===== config.mk =====
export PLATFORM = sky130hd
export DESIGN_NAME = dwnstrm_cancel_tracker_flat
export DESIGN_NICKNAME = d
export VERILOG_FILES = /design/src/rtl/dwnstrm_pkg.sv /design/src/rtl/dwnstrm_cancel_tracker_if.sv /design/src/rtl/dwnstrm_sat_alu.sv /design/src/rtl/dwnstrm_cancel_tracker.sv /design/src/flat_wrapper.sv
export SDC_FILE = /design/constraint.sdc
export NUM_CORES = 2
export LEC_CHECK = 0
export BUFFER_PORTS_ARGS = -buffer_cell sky130_fd_sc_hd__buf_2
export CAP_MARGIN = 20
export CORE_AREA = 2 2 426 428
export CTS_BUF_LIST = sky130_fd_sc_hd__clkbuf_8
export CTS_CLUSTER_SIZE = 40
export DETAILED_ROUTE_END_ITERATION = 7
export DIE_AREA = 0 0 428 430
export HOLD_SLACK_MARGIN = 0.12
export SETUP_SLACK_MARGIN = 0.2
export SYNTH_ARGS = -nofsm -noshare
export SYNTH_HDL_FRONTEND = slang
export SYNTH_SLANG_ARGS = --single-unit
export TNS_END_PERCENT = 100

===== constraint.sdc =====
create_clock -name clk -period 8.7 [get_ports clk]
set_input_delay 0.435 -clock clk [delete_from_list [all_inputs] [get_ports clk]]
set_output_delay 0.435 -clock clk [all_outputs]
set_load 0.05 [all_outputs]

===== src/rtl/dwnstrm_pkg.sv =====
`default_nettype none
// ============================================================================
//  Module      : dwnstrm_pkg
//  Description : Shared op codes, status codes, FSM state encoding and a
//                helper for deriving the client-ID width.
//  Ports       : none (package)
//  Revision    : 1.0 - initial release
// ============================================================================
package dwnstrm_pkg;

    typedef enum logic [1:0] {
        OP_ORDER  = 2'b00,
        OP_CANCEL = 2'b01,
        OP_QUERY  = 2'b10,
        OP_RSVD   = 2'b11   // decoded exactly like OP_QUERY
    } op_e;

    typedef enum logic [1:0] {
        STAT_OK     = 2'b00,
        STAT_SAT    = 2'b01,
        STAT_REJECT = 2'b10,
        STAT_BADID  = 2'b11
    } status_e;

    typedef enum logic [0:0] {
        S_IDLE  = 1'b0,
        S_CLEAR = 1'b1
    } state_e;

    // Client-ID width: $clog2 of the client count, never below one bit.
    function automatic int id_width(input int n);
        return (n <= 2) ? 1 : $clog2(n);
    endfunction

endpackage
`default_nettype wire


===== src/rtl/dwnstrm_cancel_tracker_if.sv =====
`default_nettype none
// ============================================================================
//  Module      : dwnstrm_cancel_tracker_if
//  Description : Request/result bundle of the cancel tracker.
//  Ports       : in_valid/in_ready handshake, in_op, in_client_id (ID_W+1),
//                in_amount; out_valid pulse, out_client_id, out_balance,
//                out_cancelled, out_status.
//                master = request source, slave = tracker.
//  Revision    : 1.0 - initial release
// ============================================================================
interface dwnstrm_cancel_tracker_if #(
    parameter int NUM_CLIENTS = 32,
    parameter int AMOUNT_W    = 16,
    parameter int CNT_W       = 16
) ();
    import dwnstrm_pkg::*;

    localparam int ID_W = id_width(NUM_CLIENTS);

    logic                in_valid;
    logic                in_ready;
    op_e                 in_op;
    logic [ID_W:0]       in_client_id;
    logic [AMOUNT_W-1:0] in_amount;

    logic                out_valid;
    logic [ID_W:0]       out_client_id;
    logic [AMOUNT_W-1:0] out_balance;
    logic [CNT_W-1:0]    out_cancelled;
    status_e             out_status;

    modport master (
        output in_valid, in_op, in_client_id, in_amount,
        input  in_ready,
        input  out_valid, out_client_id, out_balance, out_cancelled, out_status
    );

    modport slave (
        input  in_valid, in_op, in_client_id, in_amount,
        output in_ready,
        output out_valid, out_client_id, out_balance, out_cancelled, out_status
    );

endinterface
`default_nettype wire


===== src/rtl/dwnstrm_sat_alu.sv =====
`default_nettype none
// ============================================================================
//  Module      : dwnstrm_sat_alu
//  Description : Saturating add / checked subtract on a client balance.
//  Ports       : i_balance, i_amount (AMOUNT_W), i_sub (1 = subtract);
//                o_result, o_sat (add overflowed, result clamped to all-ones),
//                o_borrow (subtract would underflow, result = i_balance).
//  Revision    : 1.0 - initial release
// ============================================================================
module dwnstrm_sat_alu #(
    parameter int AMOUNT_W = 16
) (
    input  wire logic [AMOUNT_W-1:0] i_balance,
    input  wire logic [AMOUNT_W-1:0] i_amount,
    input  wire logic                i_sub,
    output logic      [AMOUNT_W-1:0] o_result,
    output logic                     o_sat,
    output logic                     o_borrow
);

    logic [AMOUNT_W:0] w_sum;

    assign w_sum = {1'b0, i_balance} + {1'b0, i_amount};

    always_comb begin
        o_result = i_balance;
        o_sat    = 1'b0;
        o_borrow = 1'b0;
        if (i_sub) begin
            if (i_amount > i_balance) begin
                o_borrow = 1'b1;
            end else begin
                o_result = i_balance - i_amount;
            end
        end else if (w_sum[AMOUNT_W]) begin
            o_sat    = 1'b1;
            o_result = '1;
        end else begin
            o_result = w_sum[AMOUNT_W-1:0];
        end
    end

endmodule
`default_nettype wire


===== src/rtl/dwnstrm_cancel_tracker.sv =====
`default_nettype none
// ============================================================================
//  Module      : dwnstrm_cancel_tracker
//  Description : Per-client balance and cancel-count table with ORDER /
//                CANCEL / QUERY requests, one-cycle result latency, a global
//                accepted-cancel counter and a one-entry-per-cycle table wipe.
//  Ports       : clk, rst_n (synchronous, active low)
//                bus              : request/result interface (slave side)
//                cancelled_orders : running total of accepted cancels
//                clear_req        : start a table wipe (ignored while wiping)
//                clear_busy       : high for each of the NUM_CLIENTS wipe cycles
//  Revision    : 1.0 - initial release
// ============================================================================
module dwnstrm_cancel_tracker
    import dwnstrm_pkg::*;
#(
    parameter int NUM_CLIENTS = 32,
    parameter int AMOUNT_W    = 16,
    parameter int CNT_W       = 16
) (
    input  wire logic                 clk,
    input  wire logic                 rst_n,
    dwnstrm_cancel_tracker_if.slave   bus,
    output logic      [CNT_W-1:0]     cancelled_orders,
    input  wire logic                 clear_req,
    output logic                      clear_busy
);

    localparam int              ID_W       = id_width(NUM_CLIENTS);
    localparam logic [ID_W:0]   c_NUM_ID   = (ID_W + 1)'(NUM_CLIENTS);
    localparam logic [ID_W-1:0] c_LAST_IDX = ID_W'(NUM_CLIENTS - 1);

    state_e              r_state;
    state_e              w_state_nxt;
    logic [ID_W-1:0]     r_sweep_idx;

    logic [AMOUNT_W-1:0] r_balance [NUM_CLIENTS];
    logic [CNT_W-1:0]    r_ccount  [NUM_CLIENTS];
    logic [CNT_W-1:0]    r_cancel_total;

    logic                w_accept;
    logic                w_id_ok;
    logic [ID_W-1:0]     w_idx;
    logic [AMOUNT_W-1:0] w_cur_bal;
    logic [CNT_W-1:0]    w_cur_cnt;
    logic [AMOUNT_W-1:0] w_alu_res;
    logic                w_alu_sat;
    logic                w_alu_borrow;
    logic [AMOUNT_W-1:0] w_new_bal;
    logic [CNT_W-1:0]    w_new_cnt;
    logic                w_write;
    logic                w_count_cancel;
    status_e             w_status;

    assign bus.in_ready     = (r_state == S_IDLE) && !clear_req;
    assign w_accept         = bus.in_valid && bus.in_ready;
    assign w_idx            = bus.in_client_id[ID_W-1:0];
    assign w_id_ok          = (bus.in_client_id < c_NUM_ID);
    assign w_cur_bal        = w_id_ok ? r_balance[w_idx] : '0;
    assign w_cur_cnt        = w_id_ok ? r_ccount[w_idx]  : '0;
    assign clear_busy       = (r_state == S_CLEAR);
    assign cancelled_orders = r_cancel_total;

    dwnstrm_sat_alu #(
        .AMOUNT_W (AMOUNT_W)
    ) u_alu (
        .i_balance (w_cur_bal),
        .i_amount  (bus.in_amount),
        .i_sub     (bus.in_op == OP_CANCEL),
        .o_result  (w_alu_res),
        .o_sat     (w_alu_sat),
        .o_borrow  (w_alu_borrow)
    );

    // Decode of the request; w_write / w_count_cancel only take effect when
    // the request is actually transferred.
    always_comb begin
        w_status       = STAT_OK;
        w_new_bal      = w_cur_bal;
        w_new_cnt      = w_cur_cnt;
        w_write        = 1'b0;
        w_count_cancel = 1'b0;
        if (!w_id_ok) begin
            w_status = STAT_BADID;
        end else begin
            case (bus.in_op)
                OP_ORDER: begin
                    w_new_bal = w_alu_res;
                    w_write   = 1'b1;
                    if (w_alu_sat) w_status = STAT_SAT;
                end
                OP_CANCEL: begin
                    if (w_alu_borrow) begin
                        w_status = STAT_REJECT;
                    end else begin
                        w_new_bal      = w_alu_res;
                        w_new_cnt      = (w_cur_cnt == '1) ? w_cur_cnt : w_cur_cnt + 1'b1;
                        w_write        = 1'b1;
                        w_count_cancel = 1'b1;
                    end
                end
                default: ;  // QUERY and reserved: read only
            endcase
        end
    end

    always_ff @(posedge clk) begin
        if (!rst_n) r_state <= S_IDLE;
        else        r_state <= w_state_nxt;
    end

    always_comb begin
        w_state_nxt = r_state;
        case (r_state)
            S_IDLE:  if (clear_req) w_state_nxt = S_CLEAR;
            S_CLEAR: if (r_sweep_idx == c_LAST_IDX) w_state_nxt = S_IDLE;
            default: w_state_nxt = S_IDLE;
        endcase
    end

    // The sweep index wraps to zero on the last entry so the next wipe
    // starts from entry 0 without extra bookkeeping.
    always_ff @(posedge clk) begin
        if (!rst_n) begin
            r_sweep_idx <= '0;
        end else if (r_state == S_CLEAR) begin
            r_sweep_idx <= (r_sweep_idx == c_LAST_IDX) ? '0 : r_sweep_idx + 1'b1;
        end
    end

    always_ff @(posedge clk) begin
        if (!rst_n) begin
            for (int i = 0; i < NUM_CLIENTS; i++) begin
                r_balance[i] <= '0;
                r_ccount[i]  <= '0;
            end
        end else if (r_state == S_CLEAR) begin
            r_balance[r_sweep_idx] <= '0;
            r_ccount[r_sweep_idx]  <= '0;
        end else if (w_accept && w_write) begin
            r_balance[w_idx] <= w_new_bal;
            r_ccount[w_idx]  <= w_new_cnt;
        end
    end

    // Sweep index is 0 only on the first wipe cycle.
    always_ff @(posedge clk) begin
        if (!rst_n) begin
            r_cancel_total <= '0;
        end else if ((r_state == S_CLEAR) && (r_sweep_idx == '0)) begin
            r_cancel_total <= '0;
        end else if (w_accept && w_count_cancel && (r_cancel_total != '1)) begin
            r_cancel_total <= r_cancel_total + 1'b1;
        end
    end

    always_ff @(posedge clk) begin
        if (!rst_n) begin
            bus.out_valid     <= 1'b0;
            bus.out_client_id <= '0;
            bus.out_balance   <= '0;
            bus.out_cancelled <= '0;
            bus.out_status    <= STAT_OK;
        end else begin
            bus.out_valid <= w_accept;
            if (w_accept) begin
                bus.out_client_id <= bus.in_client_id;
                bus.out_balance   <= w_new_bal;
                bus.out_cancelled <= w_new_cnt;
                bus.out_status    <= w_status;
            end
        end
    end

endmodule
`default_nettype wire


===== src/flat_wrapper.sv =====
// flat-port wrapper written by rule: the top's interface ports become plain ports
module dwnstrm_cancel_tracker_flat import dwnstrm_pkg::*;
#(
    parameter int NUM_CLIENTS = 32,
    parameter int AMOUNT_W    = 16,
    parameter int CNT_W       = 16
)
  (clk, rst_n, cancelled_orders, clear_req, clear_busy, bus_in_valid, bus_in_op, bus_in_client_id, bus_in_amount, bus_in_ready, bus_out_valid, bus_out_client_id, bus_out_balance, bus_out_cancelled, bus_out_status);
  dwnstrm_cancel_tracker_if #(.NUM_CLIENTS(NUM_CLIENTS), .AMOUNT_W(AMOUNT_W), .CNT_W(CNT_W)) bus_i ();
  input  wire logic clk;
  input  wire logic rst_n;
  output logic      [CNT_W-1:0] cancelled_orders;
  input  wire logic clear_req;
  output logic clear_busy;
  input wire logic [$bits(bus_i.in_valid)-1:0] bus_in_valid;
  input wire logic [$bits(bus_i.in_op)-1:0] bus_in_op;
  input wire logic [$bits(bus_i.in_client_id)-1:0] bus_in_client_id;
  input wire logic [$bits(bus_i.in_amount)-1:0] bus_in_amount;
  output wire logic [$bits(bus_i.in_ready)-1:0] bus_in_ready;
  output wire logic [$bits(bus_i.out_valid)-1:0] bus_out_valid;
  output wire logic [$bits(bus_i.out_client_id)-1:0] bus_out_client_id;
  output wire logic [$bits(bus_i.out_balance)-1:0] bus_out_balance;
  output wire logic [$bits(bus_i.out_cancelled)-1:0] bus_out_cancelled;
  output wire logic [$bits(bus_i.out_status)-1:0] bus_out_status;
  assign bus_i.in_valid = bus_in_valid;
  assign bus_i.in_op = bus_in_op;
  assign bus_i.in_client_id = bus_in_client_id;
  assign bus_i.in_amount = bus_in_amount;
  assign bus_in_ready = bus_i.in_ready;
  assign bus_out_valid = bus_i.out_valid;
  assign bus_out_client_id = bus_i.out_client_id;
  assign bus_out_balance = bus_i.out_balance;
  assign bus_out_cancelled = bus_i.out_cancelled;
  assign bus_out_status = bus_i.out_status;
  dwnstrm_cancel_tracker #(.NUM_CLIENTS(NUM_CLIENTS), .AMOUNT_W(AMOUNT_W), .CNT_W(CNT_W)) u_core (.clk(clk), .rst_n(rst_n), .bus(bus_i), .cancelled_orders(cancelled_orders), .clear_req(clear_req), .clear_busy(clear_busy));
endmodule

== Word level (Yosys, flattened, before mapping) ==
Memories as Yosys holds them, arrays and structs flattened.
Index checks and enable logic that the tools add are counted.

* Register bits: 63
* Memory bits (writable): 1024
* Input bits: 28
* Memories kept: 2

{| class="wikitable"
|+ Memory list
! memory !! depth !! width !! read ports !! clocked after memory_dff !! write ports !! RTL line !! source
|-
| u_core.r_balance || 32 || 16 || 1 || 0 || 32 || dwnstrm_cancel_tracker.sv:37 || <nowiki>logic [AMOUNT_W-1:0] r_balance [NUM_CLIENTS];</nowiki>
|-
| u_core.r_ccount || 32 || 16 || 1 || 0 || 32 || dwnstrm_cancel_tracker.sv:38 || <nowiki>logic [CNT_W-1:0] r_ccount [NUM_CLIENTS];</nowiki>
|}

* Add/sub/neg operators: 5
* $lt $le $gt $ge: 2
* Equality and inequality tests: 4
* Muxes and demuxes: 49
* Bitwise gates (word level): 2
* Reduce and logical (&&, ||, !) cells: 14

{| class="wikitable"
|+ Operator list
! cell !! count
|-
| 16-bit 2-to-1 mux || 15
|-
| 16-bit OR reduction || 4
|-
| 16-bit by 1-bit adder with 16-bit output, second input constant || 2
|-
| 16-bit case mux with 2 select lines || 1
|-
| 5-bit 2-to-1 mux || 5
|-
| 1-bit 2-to-1 mux || 23
|-
| 16-bit by 16-bit adder with 17-bit output || 1
|-
| 16-bit equality test, second input constant || 1
|-
| 16-bit > comparator || 1
|-
| 16-bit inequality test, second input constant || 1
|-
| 16-bit subtractor || 1
|-
| 1-bit logical AND || 6
|-
| 6-bit < comparator, second input constant || 1
|-
| 5-bit by 1-bit adder with 5-bit output, second input constant || 1
|-
| 5-bit equality test, second input constant || 1
|-
| 5-bit zero test || 1
|-
| 2-bit 2-to-1 mux || 2
|-
| 1-bit case mux with 2 select lines || 2
|-
| 2-bit case mux with 2 select lines || 1
|-
| 2-bit by 1-bit equality test with 1-bit output, second input constant || 1
|-
| 2-bit zero test || 1
|-
| 1-bit NOT || 2
|-
| 2-bit OR reduction || 1
|-
| 1-bit zero test || 1
|}

== Depth between registers and ports, before layout ==
* Word-level depth: 15
* Mapped depth: 30
* Depth with buffers taken out: 16

== By module ==
Synthesis repeated with hierarchy kept, for this count alone.

* Cell total of the unflattened synthesis: 3630
* Area total of the unflattened synthesis: 50170.6 um2

{| class="wikitable"
|+ By module, submodules not included
! module !! instances !! cells an instance !! area each (um2) !! sequential area each (um2)
|-
| dwnstrm_cancel_tracker || 1 || 3349 || 48148.7 || 32010.7
|-
| dwnstrm_sat_alu || 1 || 281 || 2021.9 || 0.0
|}

== Worst setup path after synthesis ==
Ideal clock, no wire load.

* Kind: input -> register
* Start: in bus_in_client_id[0]
* End: mem u_core.r_balance[11][0] (enable)
* Setup time: 0.389 ns
* Data arrival time: 7.183 ns
* Data required time: 8.311 ns
* Slack: 1.127 ns
* Stages on the path: 27
* Buffers on the path: 13
* Cell sequence: buf_6 > buf_6 > buf_6 > buf_6 > buf_4 > buf_6 > buf_4 > buf_2 > buf_2 > mux4_2 > mux4_2 > nand2_1 > a21oi_1 > ha_1 > clkbuf_1 > inv_1 > o31ai_1 > a31oi_1 > and3_2 > buf_2 > nor4_4 > o21ai_1 > o22ai_1 > clkbuf_8 > nand2_1 > buf_2 > nand2_1

{| class="wikitable"
|+ RTL lines
! item !! RTL line !! source
|-
| from (decl) || flat_wrapper.sv:17 || <nowiki>input wire logic [$bits(bus_i.in_client_id)-1:0] bus_in_client_id;</nowiki>
|-
| to (decl) || dwnstrm_cancel_tracker.sv:37 ||
|}

==> results.json <==
{
  "core_mm2": 0.180,
  "synth_edf_count": 1024,
  "status": "completed",
  "layoutNonFillerInstCount": 6251,
  "holdPathStages": 5,
  "cts_made_buffers": 165,
  "maxCapViolations": 0,
  "vdd_drop_max_v": 0.000166,
  "grt_pass1_wl_um": 225000,
  "syn_inst": 3627,
  "cpMostUsedCell": "buf_4",
  "synth.net_count": 3694,
  "crit_path_cell_trace": "dlygate4sd3_1 -> buf_4 -> inv_2 -> mux4_2 -> a221oi_4 -> nand2_1 -> inv_1 -> ha_1 -> a21oi_1 -> o31ai_1 -> a31oi_1 -> and3_2 -> nor4_4 -> buf_4 -> o21a_1 -> a22o_1 -> nand2_1 -> buf_4 -> nand2_2",
  "cts_tree": "yes",
  "crit_start": "bus_in_client_id[2]",
  "power_density_mw_per_mm2": 196,
  "p_leak_nw": 19.3,
  "worstPathMaxFanout": 32,
  "synth_common_cells": "nor2_1 (1029), edfxtp_1 (1024), mux4_2 (274), nand2_1 (217), clkbuf_1 (126)",
  "io_pins": 87,
  "cp.required_ps": 9160,
  "synthMuxAreaShare_pct": 13.7,
  "r2r-end": "u_core.r_ccount[4][10]$_SDFFCE_PN0P_",
  "power_frac_seq_pct": 53.5,
  "reg2reg_slack_ps": 2080,
  "synth_compound_area_share_pct": 4.26,
  "first_iter_violations": 3872,
  "p_total_mw": 11.1,
  "cts_root_buf": "clkbuf_8",
  "start_util_pct": 27.8,
  "track_usage_pct": 16.5,
  "core.rowCount": 156,
  "antenna_found_initial": 3,
  "clock_latency_ps": 880,
  "nNetsFinal": 3814,
  "post_drt_wl_per_cell_um": 24.8,
  "dp.cells": 5941,
  "stdcell_area_mm2": 0.0565,
  "crit_arrival_ps": 7350,
  "die_w_um": 428,
  "area_delta_synth_final_pct": 13.3,
  "netlist_area_mm2": 0.0499,
  "synth.top_cell.area_share_pct": 61.6,
  "cpMaxStageDelayCell": "nand2_2",
  "p_sw_mw": 2.85,
  "ys_seq_elements": 1087,
  "hold_class": "input port to flop",
  "avgSynthCellArea_um2": 13.8,
  "synthArstFlopShare_pct": 0,
  "dr.pass1.iters": 6,
  "synth-adder-area-share_pct": 1.01,
  "fp.dieH_um": 430,
  "reg2reg_depth": 16,
  "drcViolationCount": 0,
  "seq_area_frac_synth_pct": 64.1,
  "grt_max_degree": 80,
  "vias": 32362,
  "clkSlewWorstSetupHoldPaths_ps": 60,
  "ctsResizeCount": 0,
  "sw_frac_of_total_pct": 25.7,
  "dieArea_mm2": 0.184,
  "whs_ps": 217,
  "postLayoutCoreUtil_pct": 31.4,
  "fin_crit_ps": 6890,
  "comb_power_share_pct": 10.2,
  "vias_per_cell": 5.18,
  "cp-end-kind": "flop",
  "first_global_vias": 32058,
  "fin_crit_sh_pct": 79.2,
  "cts_max_level": 4,
  "hold_start": "bus_in_amount[1]",
  "power.share.clock_pct": 36.3,
  "synth_top_family_by_area": "multiplexers",
  "placed_area_mm2": 0.0533,
  "gp_congestion": 0.913,
  "synth_top_area_cell": "edfxtp_1",
  "cts.sinks": 1087,
  "grt-ovfl-total": 0,
  "cts_buffer_depth": 3,
  "finalSetupViolCount": 0,
  "maxSlewHeadroom_pct": 24.1,
  "pre_cts_ws_ps": 1420,
  "startpoint_type": "input port",
  "hold_violations": 0,
  "synth_most_common_cell": "nor2_1",
  "rsz0062_at_grt": "no",
  "place_hpwl_um": 101000,
  "fin_ws_ps": 1810,
  "yosysUniqueCellTypes": 101,
  "whs_endpoint": "u_core.bus.out_balance[1]$_SDFFE_PN0P_",
  "synth_area_leaders": "edfxtp_1 (62%), mux4_2 (12%), nor2_1 (7.7%), dfxtp_1 (2.5%), nand2_1 (1.6%)",
  "ant_nets": 0,
  "drive_gt1_share_pct": 22.1,
  "path_class": "input port to flop",
  "slew_violations": 0,
  "synth_xor_area_share_pct": 0.694,
  "clock_skew_ps": 39.3,
  "max_stage_delay_ps": 780,
  "max_freq_ghz": 0.145,
  "p_int_mw": 8.24,
  "worst_pin_slew_ps": 1140,
  "io_buffers": 86,
  "setup_tns_ps": 0,
  "routed_wl_um": 155000,
  "worst_r2r_startpoint": "u_core.r_balance[24][3]$_SDFFCE_PN0P_",
  "synthSimpleGateAreaFrac_pct": 12.6,
  "synth_ff_type": "edfxtp_1",
  "yosys_warnings": 0
}
## critical path, delay by kind of cell
kind                     cells  cell delay [ps]
AO/OA/AOI/OAI                6             2310
adder cells (fa/ha/maj)      1              180
buffers and inverters        6             2060
multiplexers                 1              560
AND/OR/NAND/NOR              5             1710
## routing by layer
layer | share of wire, % | global-route usage [%] | up-vias | wire (µm)
met4 | 3.7 | 6.39 | 0 | 5710
li1 | - | - | 13652 | -
met3 | 8.6 | 3.27 | 310 | 13300
met5 | 0 | 0 | - | 0
met2 | 49 | 27.6 | 1702 | 75500
met1 | 39 | 21.2 | 16698 | 60300
## worst max path at each step
stage / to / cells after the start / slack, ps
2_1_floorplan: u_core.r_balance[11][0]$_SDFFCE_PN0P_ / 27 / 1130
3_3_place_gp: u_core.r_ccount[0][7]$_SDFFCE_PN0P_ / 18 / 1530
3_5_place_dp: u_core.r_ccount[4][3]$_SDFFCE_PN0P_ / 18 / 1420
4_1_cts: u_core.r_ccount[4][10]$_SDFFCE_PN0P_ / 19 / 2000
5_1_grt: u_core.r_ccount[4][3]$_SDFFCE_PN0P_ / 19 / 1550
6_report: u_core.r_ccount[4][10]$_SDFFCE_PN0P_ / 19 / 1810
## repair_timing
item | 4_1_cts | 5_1_grt
setup buffers | 0 | 0
hold endpoints to repair | 9 | 0
hold buffers | 7 | 0
## area by class of cell
type / count / area, µm²
diodes: 2 / 5.00
clock buffers: 183 / 2520
clock inverters: 116 / 548
fillers: 17678 / 123000
inverters: 45 / 169
multi-input cells: 2200 / 16400
flip-flops and latches: 1087 / 32000
well taps: 2370 / 2970
repair buffers: 248 / 1920
## kinds of logic (layout without fill, tap and decap cells)
kind of cell               after synthesis  in the layout
and+or+nand+nor                       1496           1496
AOI/OAI and AO/OA                      300            300
muxes                                  328            328
other                                    0              2
adders and majority gates               39             39
buffers and inverters                  340            592
DFF                                   1087           1087
xor gates and xnor gates                37             37
## power by group through the flow
stage	combinational, mW	clock, mW	sequential [mW]
3_3_place_gp	1.10	0	6.04
4_1_cts	1.12	4.08	5.94
2_1_floorplan	0.675	0	6.05
3_5_place_dp	1.12	0	6.05
5_1_grt	1.18	4.29	5.95
6_report	1.13	4.02	5.94
## state kept, by name, indices dropped and copies added (netlist names)
signal                    cells
u_core.bus.out_cancelled     16
u_core.r_ccount             512
u_core.bus.out_client_id      6
u_core.cancelled_orders      16
u_core.r_balance            512
u_core.bus.out_status         2
u_core.bus.out_valid          1
u_core.clear_busy             1
u_core.r_sweep_idx            5
u_core.bus.out_balance       16
## layout by cell type (no fill, tap or decap), types with 30 or more instances in the layout
cell / instances
buf_2: 82
a21oi_1: 52
mux4_2: 274
inv_1: 105
nand2_1: 189
edfxtp_1: 1024
ha_1: 37
buf_4: 140
o21ai_0: 45
dfxtp_1: 63
clkbuf_8: 183
nor3_1: 56
mux2i_1: 40
nor2_2: 30
nor2_1: 1029
clkinv_1: 32
No activity file was read; power rests on OpenSTA's default activity.
